$ cat config.mk
export PLATFORM = sky130hd
export DESIGN_NAME = syncnt_n_flat
export DESIGN_NICKNAME = d
export VERILOG_FILES = /design/src/rtl/syncnt_n_if.sv /design/src/rtl/syncnt_n.sv /design/src/flat_wrapper.sv
export SDC_FILE = /design/constraint.sdc
export NUM_CORES = 1
export LEC_CHECK = 0
export ABC_CLOCK_PERIOD_IN_PS = 3600
export BUFFER_PORTS_ARGS = -buffer_cell sky130_fd_sc_hd__clkbuf_2
export CAP_MARGIN = 40
export CORE_UTILIZATION = 25
export DETAILED_ROUTE_END_ITERATION = 8
export PLACE_DENSITY = 0.51
export SYNTH_ARGS = -nofsm -noshare
export SYNTH_HDL_FRONTEND = slang
export SYNTH_SLANG_ARGS = --single-unit
$ cat constraint.sdc
create_clock -name MasterClock -period 3.6 [get_ports MasterClock]
set_input_delay 0.72 -clock MasterClock [delete_from_list [all_inputs] [get_ports MasterClock]]
set_output_delay 0.72 -clock MasterClock [all_outputs]
set_load 0.1 [all_outputs]
$ cat src/rtl/syncnt_n_if.sv
// Control/data/status bundle for one syncnt_n stage.
// The owner of the logical count clock drives the master side. The counter drives the slave side.
interface syncnt_n_if #(
   parameter int WIDTH = 4
) ();
   logic             CLK;
   logic [WIDTH-1:0] D;
   logic             LDL;
   logic             CLR;
   logic             CE;
   logic             UP;
   logic             RLD;
   logic [WIDTH-1:0] Q;
   logic [WIDTH-1:0] QB;
   logic             TC;
   logic             CO;

   modport master (
      output CLK, D, LDL, CLR, CE, UP, RLD,
      input  Q, QB, TC, CO
   );

   modport slave (
      input  CLK, D, LDL, CLR, CE, UP, RLD,
      output Q, QB, TC, CO
   );
endinterface

$ cat src/rtl/syncnt_n.sv
// Load/count/clear counter with up/down, auto-reload and cascade carry.
// It advances once per rising edge of the logical CLK strobe, and that edge is detected on MasterClock.
module syncnt_n #(
   parameter int               WIDTH     = 4,
   parameter logic [WIDTH-1:0] RESET_VAL = '0
) (
   input logic         MasterClock,
   input logic         Reset,
   syncnt_n_if.slave   bus
);
   localparam logic [WIDTH-1:0] ONE = WIDTH'(1);

   logic             clk_d_reg;
   logic [WIDTH-1:0] q_reg, q_next;
   logic [WIDTH-1:0] r_reg, r_next;
   logic             stb;
   logic             tc;

   // clk_d_reg resets high, so a CLK already high at release is not seen as an edge.
   always_ff @(posedge MasterClock or posedge Reset) begin
      if (Reset) begin
         clk_d_reg <= 1'b1;
         q_reg     <= RESET_VAL;
         r_reg     <= RESET_VAL;
      end else begin
         clk_d_reg <= bus.CLK;
         q_reg     <= q_next;
         r_reg     <= r_next;
      end
   end

   assign stb = bus.CLK & ~clk_d_reg;
   assign tc  = bus.UP ? (q_reg == '1) : (q_reg == '0);

   always_comb begin
      q_next = q_reg;
      r_next = r_reg;
      if (stb) begin
         if (bus.CLR) begin
            q_next = '0;
         end else if (!bus.LDL) begin
            q_next = bus.D;
            r_next = bus.D;
         end else if (bus.CE) begin
            // At the terminal count, reload replaces the wrap in both directions.
            if (tc && bus.RLD)
               q_next = r_reg;
            else if (bus.UP)
               q_next = q_reg + ONE;
            else
               q_next = q_reg - ONE;
         end
      end
   end

   assign bus.Q  = q_reg;
   assign bus.QB = ~q_reg;
   assign bus.TC = tc;
   assign bus.CO = tc & bus.CE;
endmodule

$ cat src/flat_wrapper.sv
// flat-port wrapper written by rule: the top's interface ports become plain ports
module syncnt_n_flat 
#(
   parameter int               WIDTH     = 4,
   parameter logic [WIDTH-1:0] RESET_VAL = '0
)
  (MasterClock, Reset, bus_CLK, bus_D, bus_LDL, bus_CLR, bus_CE, bus_UP, bus_RLD, bus_Q, bus_QB, bus_TC, bus_CO);
  syncnt_n_if #(.WIDTH(WIDTH)) bus_i ();
  input logic MasterClock;
  input logic Reset;
  input wire logic [$bits(bus_i.CLK)-1:0] bus_CLK;
  input wire logic [$bits(bus_i.D)-1:0] bus_D;
  input wire logic [$bits(bus_i.LDL)-1:0] bus_LDL;
  input wire logic [$bits(bus_i.CLR)-1:0] bus_CLR;
  input wire logic [$bits(bus_i.CE)-1:0] bus_CE;
  input wire logic [$bits(bus_i.UP)-1:0] bus_UP;
  input wire logic [$bits(bus_i.RLD)-1:0] bus_RLD;
  output wire logic [$bits(bus_i.Q)-1:0] bus_Q;
  output wire logic [$bits(bus_i.QB)-1:0] bus_QB;
  output wire logic [$bits(bus_i.TC)-1:0] bus_TC;
  output wire logic [$bits(bus_i.CO)-1:0] bus_CO;
  assign bus_i.CLK = bus_CLK;
  assign bus_i.D = bus_D;
  assign bus_i.LDL = bus_LDL;
  assign bus_i.CLR = bus_CLR;
  assign bus_i.CE = bus_CE;
  assign bus_i.UP = bus_UP;
  assign bus_i.RLD = bus_RLD;
  assign bus_Q = bus_i.Q;
  assign bus_QB = bus_i.QB;
  assign bus_TC = bus_i.TC;
  assign bus_CO = bus_i.CO;
  syncnt_n #(.WIDTH(WIDTH), .RESET_VAL(RESET_VAL)) u_core (.MasterClock(MasterClock), .Reset(Reset), .bus(bus_i));
endmodule
* Yosys cells after proc, flatten, opt, wreduce, memory -nomap -nowiden
Index checks and enable logic that the tools add are counted.
Cells by class: reduce and logical (&&, ||, !) cells 4, multiplexer cells 6, bitwise gates (word level) 6, $add $sub $neg 2, eq/ne operators 2
Operator list (number):
- $mux 4 | 5
- $add 4x1->4 const B | 1
- $eq 4x4->1 const B | 1
- $logic_not 4->1 | 1
- $not 4->4 | 1
- $sub 4x1->4 const B | 1
- $ne 3x1->1 const B | 1
- $not 1->1 | 3
- $reduce_and 3->1 | 1
- $and 1x1->1 | 2
- $reduce_and 2->1 | 1
- $logic_and 1x1->1 | 1
- $mux 1 | 1
Storage, ports and cells: register bits 9, input port bits 12, output and inout bits 10, word-level logic and storage cells 23

* Depth between registers and ports, before layout
depth after elaboration 7, depth in mapped cells 6, gate-level depth less buffers 6

* Worst setup path before layout
OpenSTA, ideal clock, no wires.
kind reg-to-output, start point register u_core.q_reg[2] (netlist: u_core.bus.Q[2]), end point output port bus_CO, path slack -1.051 ns, buffers on the path 0, required time 2.880 ns, cell stages (with the launch flop) 4, arrival time 3.931 ns, cells stage by stage dfrtp_1 nand4_1 mux2i_1 and2_1
Between the ends: word-level cells in the longest chain between the ends 3, elaborated cells on any way between the ends 4, those cells by class 1 x eq/ne; 1 x mux; 1 x bitwise; 1 x reduce/logical
Ends and longest elaborated chain:
- start: declaration | line syncnt_n.sv:14 | logic [WIDTH-1:0] q_reg, q_next;
- start signal: assignment | line syncnt_n.sv:27 | q_reg <= q_next;
- $eq 4x4->1 or $logic_not 4->1 (tied branches) | line syncnt_n.sv:33 | assign tc = bus.UP ? (q_reg == '1) : (q_reg == '0);
- $mux 1 * | line syncnt_n.sv:33
- net bus_TC | line flat_wrapper.sv:20 | output wire logic [$bits(bus_i.TC)-1:0] bus_TC;
- $and 1x1->1 * | line syncnt_n.sv:59 | assign bus.CO = tc & bus.CE;
- end: declaration | line flat_wrapper.sv:21 | output wire logic [$bits(bus_i.CO)-1:0] bus_CO;
Mark *: on every way through the listed nets, which the timed path passes. The rest lies on a longest branch.

* Worst setup path after layout
start point input port bus_UP, end point output port bus_CO
Between the ends: word-level cells in the longest chain between the ends 2
Ends and longest elaborated chain:
- start: declaration | line flat_wrapper.sv:16 | input wire logic [$bits(bus_i.UP)-1:0] bus_UP;
- $mux 1 | line syncnt_n.sv:33
- $and 1x1->1 | line syncnt_n.sv:59
No other way between the ends.

==> flow_metrics.py <==
metrics = {
    "worst_setup_path": {
        "cp-end-kind": "output port",
        "r2r_start": "u_core.bus.Q[2]$_DFFE_PP0P_",
        "cp_max_fo": 5,
        "worst_r2r_path_depth": 4,
        "crit_path_start_kind": "input port",
        "cp.arrival_ns": 2.18,
        "worst-setup-path-type": "in -> out",
        "r2r_end": "u_core.bus.Q[1]$_DFFE_PP0P_",
        "reg2reg_slack_ns": 1.71,
        "required_ns": 2.88,
    },
    "synthesis": {
        "synth_top_area_share_pct": 30.7,
        "synthArstFlopShare_pct": 100,
        "seq_area_frac_synth_pct": 34.7,
        "syn_avg_cell_area_um2": 8.93,
        "yosys.cell_types.count": 31,
        "synth_nets": 88,
        "synth_seq_cells": 9,
        "ys.flop_type": "dfrtp_1",
        "synth_edf_count": 0,
        "syn-cell-area_um2": 652,
        "synth_top_area_cell": "dfrtp_1",
        "syn_inst": 73,
        "synthTopCellsByArea": "dfrtp_1, nor2_1, mux2_2",
        "ys.warnings.count": 0,
    },
    "power": {
        "p_leak_nw": 0.374,
        "p_per_area_nw_per_um2": 780,
        "p_total_mw": 0.642,
        "ir_drop_v": 0.000300,
    },
    "detailed_routing": {
        "drc": 1,
        "avgViaCountPerCell": 4.67,
        "routed_wl_mm": 1.42,
        "wl_per_cell_um": 11.4,
        "ant_nets": 0,
        "dr.pass1.iters": 6,
        "vias": 584,
        "drtIter0Drc": 14,
    },
    "cts": {
        "cts_setup_buffers": 0,
        "path_clk_slew_ns": 0.06,
        "cts_root_buf": "clkbuf_4",
        "ctsHtreeMaxLevel": 1,
        "clock_latency_ns": 0.27,
        "cts_tree": "done",
        "cts_resized": 0,
        "cts.sinks": 9,
        "cts_hold_buf": 0,
        "cts_buffers": 3,
        "cts.path.max_buffers": 2,
    },
    "timing": {
        "final_max_slew_viol_count": 0,
        "post-route-period-util_pct": 80.7,
        "hold_viol": 0,
        "finalCriticalPeriod_ns": 2.90,
        "worst_pin_slew_ns": 0.583,
        "grt_setup_unrepaired": "false",
        "finClkSkew_ns": 0.00393,
        "finalSetupViolCount": 0,
        "fin_setup_tns_ns": 0,
        "maxSlewHeadroom_pct": 60.9,
        "max_clock_freq_mhz": 344,
    },
    "placement": {
        "place_area_um2": 797,
        "routabilityCongestion": 0.734,
        "io_buffers": 21,
        "dp_hpwl_mm": 1.15,
    },
    "worst_hold_path": {
        "hp-class": "in -> async",
    },
    "global_route": {
        "grt_pass1_wl_mm": 2.41,
        "overflow": 0,
        "grt_max_degree": 11,
        "antenna_found_initial": 0,
        "grt_pass1_vias": 529,
        "grt.total_usage_pct": 12.2,
    },
    "floorplan": {
        "fp.dieH_um": 53.1,
        "start_util_pct": 26.3,
        "design.core.area_um2": 2480,
        "die_x_um": 53.1,
        "num_io_pins": 22,
        "std_cell_rows": 18,
        "dieArea_um2": 2820,
    },
    "run": {
        "drv_cap": 0,
    },
    "final_layout": {
        "finalInstanceArea_um2": 823,
        "fin_util_pct": 33.2,
        "nets": 111,
        "layout-drive-gt1-share_pct": 34.7,
        "final_common_cell": "clkbuf_2",
        "area_delta_synth_final_pct": 26.3,
        "layout.cells.most_common_list": "clkbuf_2, nor2_1, inv_1, dfrtp_1",
        "num_antenna_cells": 0,
    },
    "outcome": {
        "status": "finished with violations",
        "violations": "DRC",
    },
}
==> per-layer routing <==
layer,vias up,wire [µm],track usage [%]
met5,-,0,0
met4,0,36,9.21
met3,4,55,1.72
met2,13,592,16.7
met1,267,736,16.9
li1,300,-,-
==> cells by family after synthesis <==
logic type,after synthesis,synth area share [%]
flip-flops,9,34.7
adder cells (fa/ha/maj),3,6.91
buffers and inverters,11,6.33
multiplexers,6,9.79
XOR/XNOR,2,2.69
AND/OR/NAND/NOR,26,20.5
AO/OA/AOI/OAI,16,19.0
==> final cells by class <==
| class | count | area [µm²] |
|---|---|---|
| Fill cell | 279 | 1650 |
| Multi-Input combinational cell | 53 | 398 |
| Sequential cell | 9 | 226 |
| Timing Repair Buffer | 21 | 105 |
| Tap cell | 30 | 37.5 |
| Inverter | 8 | 30.0 |
| Clock buffer | 4 | 26.3 |
==> cells in the mapped netlist, drive strengths merged (2+ instances only) <==
cell type and n:
a21oi 2, a221o 2, a22oi 2, and2 2
clkbuf 3, dfrtp 8, ha 2, inv 8
mux2 3, mux2i 3, nand2 4, nand2b 2
nand3 2, nor2 9, nor3 2, nor3b 2
o21ai 4, o22ai 2
==> metrics by stage <==
step	hold slack, ns	worst slack, ns	cells
after floorplan	0.472	0.130	73
after global placement	0.490	0.702	121
after detailed placement	0.500	0.691	121
after CTS	0.391	0.691	125
after global routing	0.416	0.651	125
final	0.383	0.696	125
==> power by group <==
group	internal [mW]	switching, mW
logic	0.0945	0.308
clock network	0.0428	0.0371
registers	0.125	0.0351
==> worst max-delay path by stage <==
stage / from / end / slack, ns / cells past startpoint
CTS: bus_UP / bus_CO / 0.69 / 5
floorplan: u_core.bus.Q[2]$_DFFE_PP0P_ / bus_CO / 0.13 / 3
finish: bus_UP / bus_CO / 0.70 / 5
detailed placement: bus_UP / bus_CO / 0.69 / 5
global placement: bus_UP / bus_CO / 0.70 / 5
global route: bus_UP / bus_CO / 0.65 / 5
==> critical path, stage by stage <==
cell and delay, ns:
clkbuf_2 0.14, or4_4 0.57, mux2i_4 0.16, and2_2 0.16, clkbuf_2 0.44
(Power assumes the default switching activity.)
